## config.mk

```make
export PLATFORM = sky130hd
export DESIGN_NAME = apb_rr_master
export DESIGN_NICKNAME = d
export VERILOG_FILES = /design/src/rtl/apb_rr_master.sv
export SDC_FILE = /design/constraint.sdc
export NUM_CORES = 1
export LEC_CHECK = 0
export CAP_MARGIN = 20
export CELL_PAD_IN_SITES_DETAIL_PLACEMENT = 1
export CELL_PAD_IN_SITES_GLOBAL_PLACEMENT = 2
export CORE_ASPECT_RATIO = 0.9
export CORE_MARGIN = 3
export CORE_UTILIZATION = 20
export CTS_BUF_LIST = sky130_fd_sc_hd__clkbuf_4
export DETAILED_ROUTE_END_ITERATION = 8
export PLACE_DENSITY_LB_ADDON = 0.1
export SYNTH_ARGS = -nofsm -noshare
export SYNTH_HDL_FRONTEND = slang
export SYNTH_SLANG_ARGS = --single-unit
```

## constraint.sdc

```tcl
create_clock -name apb_pclk -period 4.65 [get_ports apb_pclk]
set_input_delay 0.6975 -clock apb_pclk [delete_from_list [all_inputs] [get_ports apb_pclk]]
set_output_delay 0.6975 -clock apb_pclk [all_outputs]
set_load 0.02 [all_outputs]
```

## src/rtl/apb_rr_master.sv

```systemverilog
// APB master shared by NREQ requesters with a round-robin arbiter.
// Each transfer is one SETUP and one ACCESS cycle; the next request may be accepted during ACCESS.
module apb_rr_master #(
  parameter int unsigned NREQ       = 2,
  parameter int unsigned ADDR_WIDTH = 16
) (
  input  logic               apb_pclk,
  input  logic               rst,
  input  logic [NREQ-1:0]    req_valid,
  input  logic [NREQ-1:0]    req_write,
  input  logic [NREQ*32-1:0] req_addr,
  input  logic [NREQ*32-1:0] req_wdata,
  output logic [NREQ-1:0]    req_ready,
  output logic [NREQ-1:0]    rsp_valid,
  output logic [31:0]        rsp_rdata,
  output logic [31:0]        apb_paddr,
  output logic               apb_psel,
  output logic               apb_penable,
  output logic               apb_pwrite,
  output logic [31:0]        apb_pwdata,
  input  logic [31:0]        apb_prdata
);

  localparam int unsigned IdxW = $clog2(NREQ);
  localparam logic [31:0] AddrMask =
      (ADDR_WIDTH >= 32) ? 32'hFFFF_FFFF : ((32'd1 << ADDR_WIDTH) - 32'd1);

  typedef enum logic [1:0] {StIdle, StSetup, StAccess} state_e;

  state_e            state_q;
  logic [IdxW-1:0]   last_grant_q;
  logic [IdxW-1:0]   idx_q;

  logic              found;
  logic [IdxW-1:0]   win;
  logic [31:0]       win_addr;
  logic [31:0]       win_wdata;
  logic              win_write;
  logic              can_accept;
  logic              accept;

  // Two passes: requesters above last_grant first, then wrap to the rest.
  always_comb begin
    found     = 1'b0;
    win       = '0;
    win_addr  = '0;
    win_wdata = '0;
    win_write = 1'b0;
    for (int j = 0; j < int'(NREQ); j++) begin
      if (!found && (j > int'(last_grant_q)) && req_valid[j]) begin
        found     = 1'b1;
        win       = IdxW'(j);
        win_addr  = req_addr[j*32 +: 32];
        win_wdata = req_wdata[j*32 +: 32];
        win_write = req_write[j];
      end
    end
    for (int j = 0; j < int'(NREQ); j++) begin
      if (!found && (j <= int'(last_grant_q)) && req_valid[j]) begin
        found     = 1'b1;
        win       = IdxW'(j);
        win_addr  = req_addr[j*32 +: 32];
        win_wdata = req_wdata[j*32 +: 32];
        win_write = req_write[j];
      end
    end
  end

  always_comb begin
    can_accept = rst && ((state_q == StIdle) || (state_q == StAccess));
    accept     = can_accept && found;
    req_ready  = accept ? (NREQ'(1) << win) : '0;
  end

  always_ff @(posedge apb_pclk) begin
    if (!rst) begin
      state_q      <= StIdle;
      last_grant_q <= IdxW'(NREQ - 1);
      idx_q        <= '0;
      apb_psel     <= 1'b0;
      apb_penable  <= 1'b0;
      apb_pwrite   <= 1'b0;
      apb_paddr    <= '0;
      apb_pwdata   <= '0;
      rsp_valid    <= '0;
      rsp_rdata    <= '0;
    end else begin
      rsp_valid <= '0;
      // apb_pwrite still describes the transfer that is finishing here.
      if (state_q == StAccess) begin
        rsp_valid <= NREQ'(1) << idx_q;
        rsp_rdata <= apb_pwrite ? 32'd0 : apb_prdata;
      end
      unique case (state_q)
        StIdle, StAccess: begin
          if (accept) begin
            state_q      <= StSetup;
            idx_q        <= win;
            last_grant_q <= win;
            apb_psel     <= 1'b1;
            apb_penable  <= 1'b0;
            apb_pwrite   <= win_write;
            apb_paddr    <= win_addr & AddrMask;
            apb_pwdata   <= win_wdata;
          end else begin
            state_q     <= StIdle;
            apb_psel    <= 1'b0;
            apb_penable <= 1'b0;
            apb_pwrite  <= 1'b0;
          end
        end
        StSetup: begin
          state_q     <= StAccess;
          apb_penable <= 1'b1;
        end
        default: begin
          state_q     <= StIdle;
          apb_psel    <= 1'b0;
          apb_penable <= 1'b0;
          apb_pwrite  <= 1'b0;
        end
      endcase
    end
  end

endmodule

```

**Word level (Yosys, flattened, before mapping)**

Index checks and enable logic that the tools add are counted.

- Bits of input ports: 166
- Word-level logic and storage cells: 52
- Flip-flop bits (word level): 89

- Eq/ne operators: 2
- Reductions and logical operators: 13
- Muxes and demuxes: 23
- Order comparisons: 2
- Shift-type cells: 2

Operator list:

| operator | number |
|---|---|
| 2-to-1 mux 32 bit | 4 |
| 2-to-1 mux 16 bit | 3 |
| 2-to-1 mux 1 bit | 12 |
| logical AND 1 bit | 6 |
| case mux 1 bit (2 select lines) | 2 |
| case mux 2 bit (2 select lines) | 1 |
| AND reduction 2 bit | 2 |
| left shift 1 x 1 -> 2 bit, first input constant | 2 |
| == test 2 x 1 -> 1 bit, second input constant | 1 |
| == test 2 bit, second input constant | 1 |
| zero test 1 bit | 2 |
| zero test 2 bit | 1 |
| 2-to-1 mux 2 bit | 1 |
| OR reduction 2 bit | 1 |
| > comparator 1 bit, first input constant | 1 |
| <= comparator 1 bit, first input constant | 1 |
| logical OR 1 bit | 1 |

**Logic depth before layout (Yosys ltp)**

- Word-level depth: 13
- Depth in mapped cells: 6
- Gate-level depth less buffers: 3

**Worst setup path before layout**

Ideal clock, no wire load.

- Path kind: input-to-output
- Start point: input port rst
- End point: output port req_ready[1]
- Cell stages on the path: 4
- Arrival time: 1.602 ns
- Slack: 2.350 ns
- Cell sequence: clkbuf_1 -> and2b_1 -> clkbuf_1 -> and2_1

- Word-level cells in the longest chain between the ends: 3

Ends and longest elaborated chain:

| item | line | RTL |
|---|---|---|
| start, declared | 8 | `input logic rst,` |
| logical AND 1 bit | 70 | `can_accept = rst && ((state_q == StIdle) \|\| (state_q == StAccess));` |
| logical AND 1 bit | 71 | `accept = can_accept && found;` |
| 2-to-1 mux 2 bit | 72 | `req_ready = accept ? (NREQ'(1) << win) : '0;` |
| end, declared | 13 | `output logic [NREQ-1:0] req_ready,` |

Every way passes these cells.

**Final worst setup path**

- Start point: input port rst
- End point: output port req_ready[0]

The elaborated chain is that of the path after synthesis.

==> load_flow_metrics.sql <==
INSERT INTO impl_metrics (metric_group, metric, value, unit) VALUES
('die', 'initial_core_utilization', '20.8', '%'),
('die', 'num_rows', '45', ''),
('critical_path', 'cell_chain_of_the_critical_path', 'clkdlybuf4s50_1 -> buf_4 -> and4_2 -> clkdlybuf4s50_1', ''),
('clocking', 'cts.sink_count', '88', ''),
('critical_path', 'start_kind', 'primary input', ''),
('layout', 'antenna_cells', '0', ''),
('placement', 'dpl.hpwl', '9500', 'µm'),
('sta', 'final.setup.worst_slack', '1510', 'ps'),
('critical_path', 'path_type_of_the_worst_setup_path', 'in -> out', ''),
('clocking', 'cts_setup_buffers', '0', ''),
('critical_path', 'worstSetupEndpointType', 'primary output', ''),
('flow_run', 'max_cap_viol_count', '0', ''),
('clocking', 'clock_tree.buffer_depth', '2', ''),
('synthesis', 'postSynth.topFlopCell', 'dfxtp_1', ''),
('die', 'die_height', '133', 'µm'),
('critical_path', 'critical-path-top-delay-family', 'buffers and inverters', ''),
('clocking', 'ctsResizeCount', '0', ''),
('sta', 'final-setup-viol-count', '0', ''),
('clocking', 'clk-insertion-delay-late', '440', 'ps'),
('critical_path', 'timing.critical_path.slowest_cell_delay', '640', 'ps'),
('layout', 'nets', '726', ''),
('synthesis', 'synth.area.top_cells', 'dfxtp_1 49%, a221o_1 13%, and3_1 8.6%, a21boi_0 6.7%, nand3b_1 6.7%', ''),
('synthesis', 'synth_top_cells_by_count', '88 x dfxtp_1, 49 x and3_1, 48 x a221o_1', ''),
('die', 'io_pins', '269', ''),
('power_and_ir_drop', 'leakage', '2.35', 'nW'),
('sta', 'period_minus_slack', '3140', 'ps'),
('layout', 'design_area', '6090', 'µm²'),
('grt', 'globalRouteTotalUtil', '14.0', '%'),
('clocking', 'cts-buffers-inserted', '9', ''),
('power_and_ir_drop', 'cellPowerDensity', '279', 'nW/µm²'),
('synthesis', 'synth-seq-area-share', '49.2', '%'),
('critical_path', 'worst-r2r-cell-count', '4', ''),
('routing', 'detail-route-antenna-nets', '0', ''),
('synthesis', 'yosysMostFrequentCell', 'dfxtp_1', ''),
('grt', 'first_global_vias', '3844', ''),
('sta', 'rsz_0062_raised_after_global_routing', 'no', ''),
('run_status', 'status', 'finished clean', ''),
('sta', 'finalHoldViolations', '0', ''),
('clocking', 'clock_tree.htree_level_count', '3', ''),
('layout', 'post_route_cells_drive_above_1_share', '4.80', '%'),
('sta', 'slew_hr', '60.4', '%'),
('synthesis', 'syn-cell-area', '3580', 'µm²'),
('synthesis', 'netlist-cell-type-count', '27', ''),
('clocking', 'clockRootBuffer', 'clkbuf_4', ''),
('grt', 'wire_length_of_the_first_global_routing_pass', '21800', 'µm'),
('grt', 'grt_antenna_before_repair', '0', ''),
('grt', 'globalRoute.totalOverflow', '0', ''),
('routing', 'drt-total-wl', '13800', 'µm'),
('grt', 'grt_start_max_net_pins', '52', ''),
('clocking', 'cts_tree', 'built', ''),
('die', 'core-area', '17200', 'µm²'),
('synthesis', 'synth_enable_flop_cells', '0', ''),
('synthesis', 'netlist.area_leader.share', '49.2', '%'),
('routing', 'drt_drc_violations_left', '0', ''),
('clocking', 'clk_pin_slew_worst_paths', '140', 'ps'),
('layout', 'core_utilization_of_the_finished_layout', '35.5', '%'),
('critical_path', 'worst_ep_required_time', '3950', 'ps'),
('placement', 'place.gp.congestion', '0.695', ''),
('critical_path', 'worst_ep_arrival_time', '2440', 'ps'),
('sta', 'timing.fmax', '0.319', 'GHz'),
('synthesis', 'yosysTopAreaCell', 'dfxtp_1', ''),
('routing', 'detailedRoute.firstPassIterationCount', '4', ''),
('synthesis', 'synth.ff_latch_count', '88', ''),
('synthesis', 'ys_warn_count', '0', ''),
('critical_path', 'worst_path_most_repeated_cell', 'clkdlybuf4s50_1', ''),
('placement', 'placement.io_buffers', '220', ''),
('layout', 'area.sequential', '1760', 'µm²'),
('synthesis', 'syn-mean-instance-area', '10.0', 'µm²'),
('layout', 'multi_input_area', '1610', 'µm²'),
('layout', 'nFillCells', '1969', ''),
('clocking', 'cts_hold_buffers', '0', '');
[cell type report]
type / count / area share, %
timing repair buffer: 228 / 37.7
inverter: 1 / 0.0617
clock inverter: 4 / 0.781
tap: 235 / 4.83
multi-input combinational: 232 / 26.5
clock buffer: 10 / 1.23
sequential: 88 / 28.9
[cells in the final DEF, fill, tap and decap left out, types with 6 or more instances in the layout]
| cell | n |
|---|---|
| nand3b_1 | 32 |
| conb_1 | 16 |
| clkdlybuf4s50_1 | 220 |
| dfxtp_1 | 88 |
| buf_4 | 6 |
| a221o_1 | 48 |
| a21boi_0 | 32 |
| nand2_1 | 35 |
| clkbuf_4 | 10 |
| and3_1 | 49 |
[cells by family after synthesis]
logic type      after synthesis  synth area share (%)
compound gates               87                  21.8
simple gates                129                  21.2
flops                        88                  49.2
other cells                   1                 0.105
buf+inv                      52                  7.73
[final timing paths]
check	from	end	slack [ps]
worst min-delay path	idx_q	rsp_valid[0]	450
worst max-delay path	rst	req_ready[0]	1510
worst max register to register	last_grant_q	apb_paddr[7]	2980
worst min register to register	idx_q	rsp_valid[0]	450
[power breakdown]
part	switching [mW]	internal, mW	total (mW)
Combinational	0.192	0.242	0.434
Sequential	0.0297	0.806	0.836
Clock	0.267	0.163	0.430
Total	0.489	1.21	1.70
[through the flow]
stage               instances  power [mW]
floorplan                 372        1.04
global placement          782        1.28
detailed placement        782        1.29
CTS                       796        1.74
global route              798        1.81
finish                    798        1.70
[registers in the layout, summed over array words and instances (netlist names)]
| name | flops |
|---|---|
| apb_pwdata | 32 |
| apb_penable | 1 |
| idx_q | 1 |
| apb_psel | 1 |
| apb_paddr | 16 |
| rsp_valid | 2 |
| apb_pwrite | 1 |
| state_q | 1 |
| rsp_rdata | 32 |
| last_grant_q | 1 |
[layer usage]
metal / track usage, % / routed length (µm) / part of all wire [%] / vias to the layer above
met5: 0 / 0 / 0 / -
met4: 2.80 / 91 / 0.66 / 0
met3: 7.12 / 1290 / 9.3 / 5
met2: 22.6 / 6480 / 47 / 132
met1: 17.0 / 5950 / 43 / 1706
li1: - / - / - / 1688
(Power assumes the default switching activity.)
